<file path="src/rtl/uart_cmd_pkg.sv">
// Shared constants, state encodings and command helpers for the UART command receiver.
package uart_cmd_pkg;

   localparam int         OVERSAMPLE    = 16;
   localparam logic [4:0] CMD_MAX       = 5'd21;
   localparam logic [7:0] CMD_RESET_ALL = 8'hFF;
   localparam logic [4:0] NUM_RESET_ALL = 5'b11111;

   typedef enum logic [1:0] {IDLE, START, DATA, STOP} rx_state_t;
   typedef enum logic [1:0] {S_IDLE, S_HIGH, S_LOW}   strb_state_t;

   // Rounded clock cycles per oversampling tick.
   function automatic int baud_div(input int clk_hz, input int baud);
      return (clk_hz + (baud * OVERSAMPLE) / 2) / (baud * OVERSAMPLE);
   endfunction

   function automatic logic cmd_legal(input logic [7:0] b);
      return (b <= {3'b000, CMD_MAX}) || (b == CMD_RESET_ALL);
   endfunction

   // 0xFF is the reset-all command; every other legal byte carries its index in the low bits.
   function automatic logic [4:0] cmd_number(input logic [7:0] b);
      return (b == CMD_RESET_ALL) ? NUM_RESET_ALL : b[4:0];
   endfunction

endpackage

</file>
<file path="src/rtl/uart_cmd_rx_if.sv">
// Serial input and command/status outputs of the UART command receiver.
interface uart_cmd_rx_if;
   logic       uart_rx;
   logic [4:0] number;
   logic       control;
   logic       frame_error;
   logic       cmd_error;
   logic       overrun;
   logic       busy;

   modport master (output uart_rx,
                   input  number, control, frame_error, cmd_error, overrun, busy);
   modport slave  (input  uart_rx,
                   output number, control, frame_error, cmd_error, overrun, busy);
endinterface

</file>
<file path="src/rtl/uart_cmd_rx_baud_tick.sv">
// Oversampling tick generator; restart realigns the divider to a start-bit edge.
module baud_tick
   import uart_cmd_pkg::*;
#(
   parameter int CLK_HZ = 50_000_000,
   parameter int BAUD   = 115200
) (
   input  logic clock,
   input  logic reset_n,
   input  logic restart,
   output logic tick
);

   localparam int DIV = (baud_div(CLK_HZ, BAUD) < 1) ? 1 : baud_div(CLK_HZ, BAUD);
   localparam int CW  = (DIV > 1) ? $clog2(DIV) : 1;
   localparam logic [CW-1:0] LAST = CW'(DIV - 1);

   logic [CW-1:0] r_cnt;

   // Free-running divider, one registered tick per DIV cycles.
   always_ff @(posedge clock) begin
      if (!reset_n || restart) begin
         r_cnt <= '0;
         tick  <= 1'b0;
      end else if (r_cnt == LAST) begin
         r_cnt <= '0;
         tick  <= 1'b1;
      end else begin
         r_cnt <= r_cnt + CW'(1);
         tick  <= 1'b0;
      end
   end

endmodule

</file>
<file path="src/rtl/uart_cmd_rx.sv">
// UART 8N1 command receiver: decodes command bytes and issues one control strobe per
// legal command, with a one-entry holding buffer while a strobe is in progress.
module uart_cmd_rx
   import uart_cmd_pkg::*;
#(
   parameter int CLK_HZ       = 50_000_000,
   parameter int BAUD         = 115200,
   parameter int PULSE_CYCLES = 16
) (
   input  logic         clock,
   input  logic         reset_n,
   uart_cmd_rx_if.slave cmd
);

   localparam int CNT_W = (PULSE_CYCLES < 2) ? 2 : $clog2(PULSE_CYCLES + 1);
   localparam logic [CNT_W-1:0] PCNT_END = CNT_W'(PULSE_CYCLES);
   localparam logic [CNT_W-1:0] PCNT_ONE = CNT_W'(1);
   localparam logic [3:0] TICK_HALF = 4'(OVERSAMPLE / 2 - 1);
   localparam logic [3:0] TICK_FULL = 4'(OVERSAMPLE - 1);

   // synchronizer and edge detect
   logic r_rx_meta, r_rx_sync, r_rx_prev;
   logic w_rx_fall, w_restart, w_tick;

   // receive path
   rx_state_t  r_rx_state;
   logic [3:0] r_tick_cnt;
   logic [2:0] r_bit_idx;
   logic [7:0] r_shift;
   logic       r_frame_err, r_cmd_err, r_cmd_vld;
   logic [4:0] r_cmd_num;

   // strobe path
   strb_state_t      r_st;
   logic [CNT_W-1:0] r_pcnt;
   logic [4:0]       r_number;
   logic             r_control, r_overrun;
   logic             r_buf_full;
   logic [4:0]       r_buf_num;
   logic             w_pending;
   logic [4:0]       w_issue_num;

   assign w_rx_fall   = r_rx_prev & ~r_rx_sync;
   assign w_restart   = (r_rx_state == IDLE) & w_rx_fall;
   assign w_pending   = r_buf_full | r_cmd_vld;
   assign w_issue_num = r_buf_full ? r_buf_num : r_cmd_num;

   baud_tick #(.CLK_HZ(CLK_HZ), .BAUD(BAUD)) u_tick (
      .clock   (clock),
      .reset_n (reset_n),
      .restart (w_restart),
      .tick    (w_tick)
   );

   // Two-flop synchronizer plus a delayed copy for falling-edge detection; idles high.
   always_ff @(posedge clock) begin
      if (!reset_n) begin
         r_rx_meta <= 1'b1;
         r_rx_sync <= 1'b1;
         r_rx_prev <= 1'b1;
      end else begin
         r_rx_meta <= cmd.uart_rx;
         r_rx_sync <= r_rx_meta;
         r_rx_prev <= r_rx_sync;
      end
   end

   // Receive FSM: mid-bit sampling, stop-bit check and command classification.
   always_ff @(posedge clock) begin
      if (!reset_n) begin
         r_rx_state  <= IDLE;
         r_tick_cnt  <= '0;
         r_bit_idx   <= '0;
         r_shift     <= '0;
         r_frame_err <= 1'b0;
         r_cmd_err   <= 1'b0;
         r_cmd_vld   <= 1'b0;
         r_cmd_num   <= '0;
      end else begin
         r_frame_err <= 1'b0;
         r_cmd_err   <= 1'b0;
         r_cmd_vld   <= 1'b0;
         case (r_rx_state)
            IDLE: if (w_rx_fall) begin
               r_rx_state <= START;
               r_tick_cnt <= '0;
            end
            // a start bit that is high again at its midpoint was only a glitch
            START: if (w_tick) begin
               if (r_tick_cnt == TICK_HALF) begin
                  r_tick_cnt <= '0;
                  r_bit_idx  <= '0;
                  r_rx_state <= r_rx_sync ? IDLE : DATA;
               end else begin
                  r_tick_cnt <= r_tick_cnt + 4'd1;
               end
            end
            DATA: if (w_tick) begin
               if (r_tick_cnt == TICK_FULL) begin
                  r_tick_cnt <= '0;
                  r_shift    <= {r_rx_sync, r_shift[7:1]};
                  r_bit_idx  <= r_bit_idx + 3'd1;
                  if (r_bit_idx == 3'd7) r_rx_state <= STOP;
               end else begin
                  r_tick_cnt <= r_tick_cnt + 4'd1;
               end
            end
            STOP: if (w_tick) begin
               if (r_tick_cnt == TICK_FULL) begin
                  r_tick_cnt <= '0;
                  r_rx_state <= IDLE;
                  if (!r_rx_sync) begin
                     r_frame_err <= 1'b1;
                  end else if (cmd_legal(r_shift)) begin
                     r_cmd_vld <= 1'b1;
                     r_cmd_num <= cmd_number(r_shift);
                  end else begin
                     r_cmd_err <= 1'b1;
                  end
               end else begin
                  r_tick_cnt <= r_tick_cnt + 4'd1;
               end
            end
            default: r_rx_state <= IDLE;
         endcase
      end
   end

   // Strobe FSM and holding buffer: number settles a cycle before control rises and is
   // held through the low phase so the decoder sees a stable index on the falling edge.
   always_ff @(posedge clock) begin
      if (!reset_n) begin
         r_st       <= S_IDLE;
         r_pcnt     <= '0;
         r_number   <= NUM_RESET_ALL;
         r_control  <= 1'b0;
         r_overrun  <= 1'b0;
         r_buf_full <= 1'b0;
         r_buf_num  <= '0;
      end else begin
         r_overrun <= 1'b0;
         case (r_st)
            S_IDLE: if (w_pending) begin
               r_number <= w_issue_num;
               r_pcnt   <= '0;
               r_st     <= S_HIGH;
            end
            S_HIGH: begin
               if (r_pcnt == PCNT_END) begin
                  r_control <= 1'b0;
                  r_pcnt    <= '0;
                  r_st      <= S_LOW;
               end else begin
                  r_control <= 1'b1;
                  r_pcnt    <= r_pcnt + PCNT_ONE;
               end
            end
            S_LOW: begin
               if (r_pcnt == PCNT_ONE) begin
                  r_pcnt <= '0;
                  r_st   <= S_IDLE;
               end else begin
                  r_pcnt <= r_pcnt + PCNT_ONE;
               end
            end
            default: begin
               r_control <= 1'b0;
               r_st      <= S_IDLE;
            end
         endcase

         // In S_IDLE the buffered command goes out first and a new arrival takes its slot;
         // only a busy strobe with a full buffer drops a byte.
         if (r_cmd_vld) begin
            if (r_st == S_IDLE) begin
               if (r_buf_full) r_buf_num <= r_cmd_num;
            end else if (!r_buf_full) begin
               r_buf_full <= 1'b1;
               r_buf_num  <= r_cmd_num;
            end else begin
               r_overrun <= 1'b1;
            end
         end else if ((r_st == S_IDLE) && r_buf_full) begin
            r_buf_full <= 1'b0;
         end
      end
   end

   assign cmd.number      = r_number;
   assign cmd.control     = r_control;
   assign cmd.frame_error = r_frame_err;
   assign cmd.cmd_error   = r_cmd_err;
   assign cmd.overrun     = r_overrun;
   assign cmd.busy        = (r_rx_state != IDLE) || (r_st != S_IDLE) || r_buf_full;

endmodule
</file>
<file path="src/flat_wrapper.sv">
// flat-port wrapper written by rule: the top's interface ports become plain ports
module uart_cmd_rx_flat import uart_cmd_pkg::*;
#(
   parameter int CLK_HZ       = 50_000_000,
   parameter int BAUD         = 115200,
   parameter int PULSE_CYCLES = 16
)
  (clock, reset_n, cmd_uart_rx, cmd_number, cmd_control, cmd_frame_error, cmd_cmd_error, cmd_overrun, cmd_busy);
  uart_cmd_rx_if cmd_i ();
  input  logic clock;
  input  logic reset_n;
  input wire logic [$bits(cmd_i.uart_rx)-1:0] cmd_uart_rx;
  output wire logic [$bits(cmd_i.number)-1:0] cmd_number;
  output wire logic [$bits(cmd_i.control)-1:0] cmd_control;
  output wire logic [$bits(cmd_i.frame_error)-1:0] cmd_frame_error;
  output wire logic [$bits(cmd_i.cmd_error)-1:0] cmd_cmd_error;
  output wire logic [$bits(cmd_i.overrun)-1:0] cmd_overrun;
  output wire logic [$bits(cmd_i.busy)-1:0] cmd_busy;
  assign cmd_i.uart_rx = cmd_uart_rx;
  assign cmd_number = cmd_i.number;
  assign cmd_control = cmd_i.control;
  assign cmd_frame_error = cmd_i.frame_error;
  assign cmd_cmd_error = cmd_i.cmd_error;
  assign cmd_overrun = cmd_i.overrun;
  assign cmd_busy = cmd_i.busy;
  uart_cmd_rx #(.CLK_HZ(CLK_HZ), .BAUD(BAUD), .PULSE_CYCLES(PULSE_CYCLES)) u_core (.clock(clock), .reset_n(reset_n), .cmd(cmd_i));
endmodule
</file>
<file path="config.mk">
export PLATFORM = sky130hd
export DESIGN_NAME = uart_cmd_rx_flat
export DESIGN_NICKNAME = d
export VERILOG_FILES = /design/src/rtl/uart_cmd_pkg.sv /design/src/rtl/uart_cmd_rx_if.sv /design/src/rtl/uart_cmd_rx_baud_tick.sv /design/src/rtl/uart_cmd_rx.sv /design/src/flat_wrapper.sv
export SDC_FILE = /design/constraint.sdc
export NUM_CORES = 1
export LEC_CHECK = 0
export CAP_MARGIN = 10
export CELL_PAD_IN_SITES_DETAIL_PLACEMENT = 1
export CELL_PAD_IN_SITES_GLOBAL_PLACEMENT = 1
export CORE_MARGIN = 1.5
export CORE_UTILIZATION = 40
export DETAILED_ROUTE_END_ITERATION = 10
export GPL_TIMING_DRIVEN = 0
export PLACE_DENSITY_LB_ADDON = 0.1
export SETUP_SLACK_MARGIN = 0.02
export SYNTH_ARGS = -nofsm -noshare
export SYNTH_HDL_FRONTEND = slang
export SYNTH_SLANG_ARGS = --single-unit
export TNS_END_PERCENT = 5
</file>
<file path="constraint.sdc">
create_clock -name clock -period 2.9 [get_ports clock]
set_input_delay 0.29 -clock clock [delete_from_list [all_inputs] [get_ports clock]]
set_output_delay 0.29 -clock clock [all_outputs]
set_load 0.03 [all_outputs]
</file>
==> key figures, run 1 <==
Synth
  • Flops & latches, synth: 54
  • Cell area after synthesis: roughly 2400 um^2
  • Syn nets: approximately 280
  • Yosys warnings: 0
  • Yosys cell types: a little under 50
  • Synth top area cells: dfxtp_1, ha_1, mux2i_1, nand2_1, nor2_1
  • Mean Syn Cell Area: ~9.3 um^2
  • Syn Inst Count: between 200 and 300
  • Largest area contributor in the netlist: dfxtp_1
  • Sequential share of the synthesized area: between 40% and 50%
  • Yosys top cell area share: 44.56%

Route
  • Vias per cell: about 5.3
  • Iteration-0 DRC Markers: 37
  • Final WL: 5130 um
  • Post-DRT Antenna Nets: 0
  • Detailed-route DRC error count: 0
  • First drt pass iteration count: 4
  • Wire per inst: 14.41 um
  • Vias: 1882

Critical path
  • Critical Path RT: between 2 and 3 ns
  • Worst setup path startpoint: u_core.r_st[0]
  • Most used cell, CP: inv_1
  • Crit path DAT: 2.21 ns
  • CP peak stage delay: roughly 0.62 ns
  • Cell Chain, Critical Path: inv_1 > ha_1 > buf_6 > inv_1 > or4_1 > clkdlybuf4s50_1
  • Reg2reg start: u_core.r_tick_cnt[0]
  • WS Path Type: flop to primary output
  • Crit-path slowest cell: clkdlybuf4s50_1
  • Crit start category: flop
  • CP endpoint kind: primary output
  • Max FO, Critical Path: 8

Final layout
  • Most frequent cells in the layout: dfxtp_1, nand2_1, nor2_1
  • Final Util: 46.39%
  • Nets: about 290
  • Share of cells above drive strength 1: about a tenth
  • Inserted Diodes: 0
  • Design area: approximately 2700 um^2
  • Layout area overhead: 12.53%
  • Most common library cell in the layout ignoring fill and taps: dfxtp_1
  • Fin cells: 356

Clocking
  • Clk sinks: 54
  • Post-cts resize count: 0
  • CTS tree: built
  • Clock buffer depth: 2
  • Clock root buffer: clkbuf_8
  • Worst-path clk slew: 0.10 ns
  • Post-CTS Setup Bufs: 0
  • H-Tree Depth: 2
  • Worst-Skew Late Latency: slightly above 0.3 ns
  • Hold_buf cts: 0
  • CTS Buf Count: 5

Timing
  • Hold Worst Slack: 0.4216 ns
  • Final Max Tran Viols: 0
  • Fin crit period: around 2.5 ns
  • Setup violators final: 0
  • Peak Freq: 400.4 MHz
  • RSZ-0062 raised after global routing: no
  • Final worst slack: roughly 0.4 ns
  • Slew margin rel.: between 60% and 70%
  • Final Cycle Share: 86.13%
  • Setup TNS: 0 ns
  • Hold Vio Cnt, Final: 0
  • Worst Tran Pin Value: about 0.5 ns
  • Setup Skew: ~0.0079 ns

Hold path
  • Worst Hold Class: flop to flop
  • Hold_sp: u_core.r_rx_meta

Global route
  • Largest net degree at the start of global routing: 18
  • Initial antenna violation count: 0
  • Vias in the first global route: 1809
  • Total track usage: 17.36%
  • First-pass GRT wire length: 8811 um
  • Gr ovfl total: 0

Floorplan
  • Die H: a little over 80 um
  • Row count: 28
  • Die Wd: a little over 80 um
  • Die Area: 6542 um^2
  • Core Area: 5886 um^2
  • Initial Utilization: between 40% and 50%
  • Top-level I/O count: 13

Placed design
  • Dpl hpwl: around 3800 um
  • Routability congestion estimate: roughly 0.72
  • Setup slack at placement: ~0.76 ns
  • Port buffer count: 12
  • Cell Area, Placed: about 2600 um^2
  • Dpl cells: about 350

Pwr
  • PwrDens: ~450 nW/um^2
  • Max VDD drop: about 230 uV
  • Pleak: ~1.1 nW
  • Total Power: around 1.2 mW

Job
  • Max-cap viol count: 0

Run status
  • Run status: completed
==> where the power goes <==
part / switching [mW] / internal, mW
Combinational: 0.0252 / 0.0196
Clock: 0.252 / 0.170
Sequential: 0.00579 / 0.747
Total: 0.283 / 0.937
==> cell type report <==
| class | count | area (um^2) |
|---|---|---|
| Multi-Input combinational cell | 186 | 1216 |
| Tap cell | 75 | 93.84 |
| Timing Repair Buffer | 12 | 120.1 |
| Buffer | 12 | 81.33 |
| Clock inverter | 3 | 21.27 |
| Clock buffer | 5 | 68.82 |
| Inverter | 9 | 47.55 |
| Sequential cell | 54 | 1081 |
| Fill cell | 682 | 3156 |
==> registers in the layout, indices dropped and copies added (netlist names), 2 cells and up, named ones only <==
signal / cells
u_core.r_shift: 8
u_core.cmd.number: 5
u_core.r_pcnt: 5
u_core.r_buf_num: 5
u_core.r_cmd_num: 5
u_core.r_bit_idx: 3
u_core.r_st: 2
u_core.u_tick.r_cnt: 5
u_core.r_tick_cnt: 4
==> per-layer routing <==
layer / global-route usage, % / vias to the layer above / share of wire (%)
met4: 5.690 / 0 / 0.60
met2: 29.08 / 16 / 48
met3: 3.034 / 4 / 2.1
met1: 22.55 / 907 / 49
li1: - / 955 / -
met5: 0 / - / 0
==> synth_stat cells, drive strengths merged <==
master / count
nand3: 10
a21oi: 16
and4: 1
xnor2: 3
o221a: 2
a32o: 2
or2: 1
or4: 1
nand2b: 6
nand3b: 1
nand4bb: 1
o32ai: 1
nor3b: 1
o211ai: 5
a22o: 5
or4b: 2
and2: 2
a32oi: 1
nand4: 7
nor3: 2
o21ai: 15
a31o: 1
mux2i: 12
or3b: 2
a211oi: 1
dfxtp: 54
bufinv: 1
inv: 8
buf: 7
a31oi: 2
nand2: 30
a22oi: 1
nand4b: 3
nor2: 29
clkbuf: 5
ha: 11
o21a: 2
xor2: 6
o31a: 1
==> worst paths after layout <==
path | endpoint | slack (ns) | cells past startpoint
min reg2reg | u_core.r_rx_sync | 0.42 | 1
max | cmd_busy | 0.40 | 6
min | u_core.r_rx_sync | 0.42 | 1
max reg2reg | u_core.r_shift[6] | 1.12 | 5
==> kinds of logic (layout without fill, tap and decap cells) <==
| kind of cell | after synthesis | after routing | synth area share, % |
|---|---|---|---|
| AND/OR/NAND/NOR | 99 | 99 | 20.68 |
| AO/OA/AOI/OAI | 55 | 55 | 15.58 |
| flip-flops | 54 | 54 | 44.56 |
| buffers and inverters | 21 | 41 | 5.311 |
| multiplexers | 12 | 12 | 4.951 |
| adder cells (fa/ha/maj) | 11 | 11 | 5.673 |
| XOR/XNOR | 9 | 9 | 3.249 |
==> critical path, delay by kind of cell (launching register included) <==
kind                       cells  cell delay, ns
buffers and inverters          4            0.89
and+or+nand+nor                1            0.51
DFF                            1            0.34
adders and majority gates      1            0.16
Note: power is estimated with default switching activity, not from simulation.
==> run 2, diff against run 1 <==
- clock period: 2.9 -> 2.3 ns (I/O delays scaled with it)
==> run 2 against run 1 <==
Effect of this change:
- final area decreased by 0.18%
- via count is the same
- sequential share of layout area grew 0.073 points
- highest routed layer unchanged
- die area did not move
- sequential power up 26%
- critical path type unchanged
- first-iteration DRC count unchanged
- combinational power up 24%
- worst setup slack lost 0.14 ns
- core utilization down 0.085 points
- sequential cell count unchanged
- cell count did not move
- total power up 26%
==> key figures, run 2 (synthesized netlist as in run 1, its figures left out) <==
Clocking
  • H-Tree Depth: 2 (unchanged)
  • CTS tree: built
  • Clock buffer depth: 2 (unchanged)
  • Clock root buffer: clkbuf_8
  • CTS Buf Count: 5 (unchanged)
  • Clk sinks: 54 (unchanged)
  • Worst-Skew Late Latency: 0.31 ns (about the same)
  • Worst-path clk slew: 0.10 ns (about the same)
  • Post-CTS Setup Bufs: 0 (unchanged)

Timing
  • Fin crit period: about 2.0 ns
  • Setup violators final: 0 (unchanged)
  • Final Max Tran Viols: 0 (unchanged)
  • Final Cycle Share: 88.38%
  • Slew margin rel.: 65.74% (unchanged)
  • Worst Tran Pin Value: 0.5085 ns (unchanged)
  • Setup TNS: 0 ns (unchanged)
  • Setup Skew: 0.007942 ns (unchanged)
  • Hold Vio Cnt, Final: 0 (unchanged)
  • RSZ-0062 raised after global routing: no
  • Peak Freq: between 400 and 500 MHz

Placed design
  • Dpl hpwl: 3836 um (unchanged)
  • Port buffer count: 12 (unchanged)
  • Routability congestion estimate: 0.7229 (unchanged)

Global route
  • First-pass GRT wire length: 8811 um (unchanged)
  • Total track usage: 17.36% (unchanged)
  • Largest net degree at the start of global routing: 18 (unchanged)
  • Vias in the first global route: 1809 (unchanged)
  • Initial antenna violation count: 0 (unchanged)
  • Gr ovfl total: 0 (unchanged)

Final layout
  • Inserted Diodes: 0 (unchanged)
  • Most common library cell in the layout ignoring fill and taps: dfxtp_1
  • Final Util: 46.30% (-0.085 points)
  • Most frequent cells in the layout: dfxtp_1, nand2_1, nor2_1
  • Layout area overhead: 12.33%
  • Share of cells above drive strength 1: 11.03% (+0.36 points)
  • Fill count: 683 (+0.15%)
  • Top reg by flops: u_core.r_shift
  • Max reg flops: 8 (unchanged)
  • Nets: 294 (unchanged)

Critical path
  • Crit start category: flop
  • Reg2reg end: u_core.r_shift[6]
  • R2R Setup Slk: 0.52 ns (-0.60 ns)
  • Critical Path RT: 2.07 ns (-0.54 ns)
  • CP endpoint kind: primary output
  • Cells on worst reg2reg path: 5 (unchanged)
  • Crit path DAT: 1.80 ns (-0.41 ns)
  • Reg2reg start: u_core.r_tick_cnt[0]
  • WS Path Type: flop to primary output
  • Max FO, Critical Path: 8 (unchanged)

Route
  • Vias per cell: 5.287 (unchanged)
  • First drt pass iteration count: 4 (unchanged)
  • Final WL: 5132 um (about the same)
  • Post-DRT Antenna Nets: 0 (unchanged)
  • Wire per inst: 14.42 um (about the same)
  • Vias: 1882 (unchanged)
  • Detailed-route DRC error count: 0 (unchanged)
  • Iteration-0 DRC Markers: 37 (unchanged)

Floorplan
  • Initial Utilization: 41.22% (unchanged)
  • Die H: 80.88 um (unchanged)
  • Die Wd: 80.88 um (unchanged)
  • Top-level I/O count: 13 (unchanged)
  • Row count: 28 (unchanged)
  • Die Area: 6542 um^2 (unchanged)
  • Core Area: 5886 um^2 (unchanged)

Pwr
  • Pleak: 1.053 nW (about the same)
  • PwrDens: 564.0 nW/um^2 (+26%)
  • Max VDD drop: 294.8 uV (+26%)
  • Total Power: 1.537 mW (+26%)

Hold path
  • Hold_sp: u_core.r_rx_meta
  • Worst Hold Class: flop to flop
  • Worst Hold Depth: 1 (unchanged)
  • Endpoint, Worst Hold: u_core.r_rx_sync

Run status
  • Run status: completed

Job
  • Max-cap viol count: 0 (unchanged)
[run 2: how the worst max path moves through the flow]
stage / from / endpoint / slack, ns / depth (start not counted)
finish: u_core.r_st[0] / cmd_busy / 0.27 / 6
global route: u_core.r_st[1] / cmd_busy / 0.15 / 6
CTS: u_core.r_st[0] / cmd_busy / 0.10 / 6
detailed placement: u_core.r_st[0] / cmd_busy / 0.22 / 6
global placement: u_core.r_st[0] / cmd_busy / 0.23 / 6
floorplan: u_core.r_pcnt[1] / u_core.r_pcnt[1] / 0.75 / 6
[run 2: critical path, stage by stage, from the launching register on]
cell      delay, ns
dfxtp_1        0.34
inv_1          0.08
ha_1           0.16
buf_6          0.13
inv_1          0.06
or4_1          0.51
clkbuf_2       0.21
[run 2: power breakdown]
group | internal [mW] | switching, mW
logic | 0.0239 | 0.0318
registers | 0.942 | 0.00730
clock network | 0.215 | 0.317
total | 1.18 | 0.357
[run 2: layer usage]
| metal | track usage, % | share of wire, % | up-vias |
|---|---|---|---|
| met5 | 0 | 0 | - |
| met4 | 5.690 | 0.60 | 0 |
| met3 | 3.034 | 2.2 | 4 |
| met2 | 29.08 | 48 | 16 |
| met1 | 22.55 | 49 | 907 |
| li1 | - | - | 955 |
[run 2: area by class of cell]
class	count	area, um^2	area share (%)
multi-input cells	186	1216	44.63
flip-flops and latches	54	1081	39.67
repair buffers	12	115.1	4.224
well taps	75	93.84	3.444
plain buffers	12	81.33	2.984
clock buffers	5	68.82	2.525
inverters	9	47.55	1.745
clock inverters	3	21.27	0.7805
[run 2: repair_timing]
action	in CTS	in global routing
pin swaps	0	0
setup endpoints to repair	1	1
hold buffers	0	0
gates resized for setup	1	2
[run 2: per-stage QoR]
step	area, um^2	worst slack [ns]	hold slack, ns	cells
2_1_floorplan	2426	0.7460	0.3315	261
3_3_place_gp	2640	0.2312	0.4018	348
3_5_place_dp	2640	0.2215	0.3972	348
4_1_cts	2729	0.1017	0.4254	356
5_1_grt	2725	0.1524	0.4416	356
6_report	2725	0.2672	0.4216	356
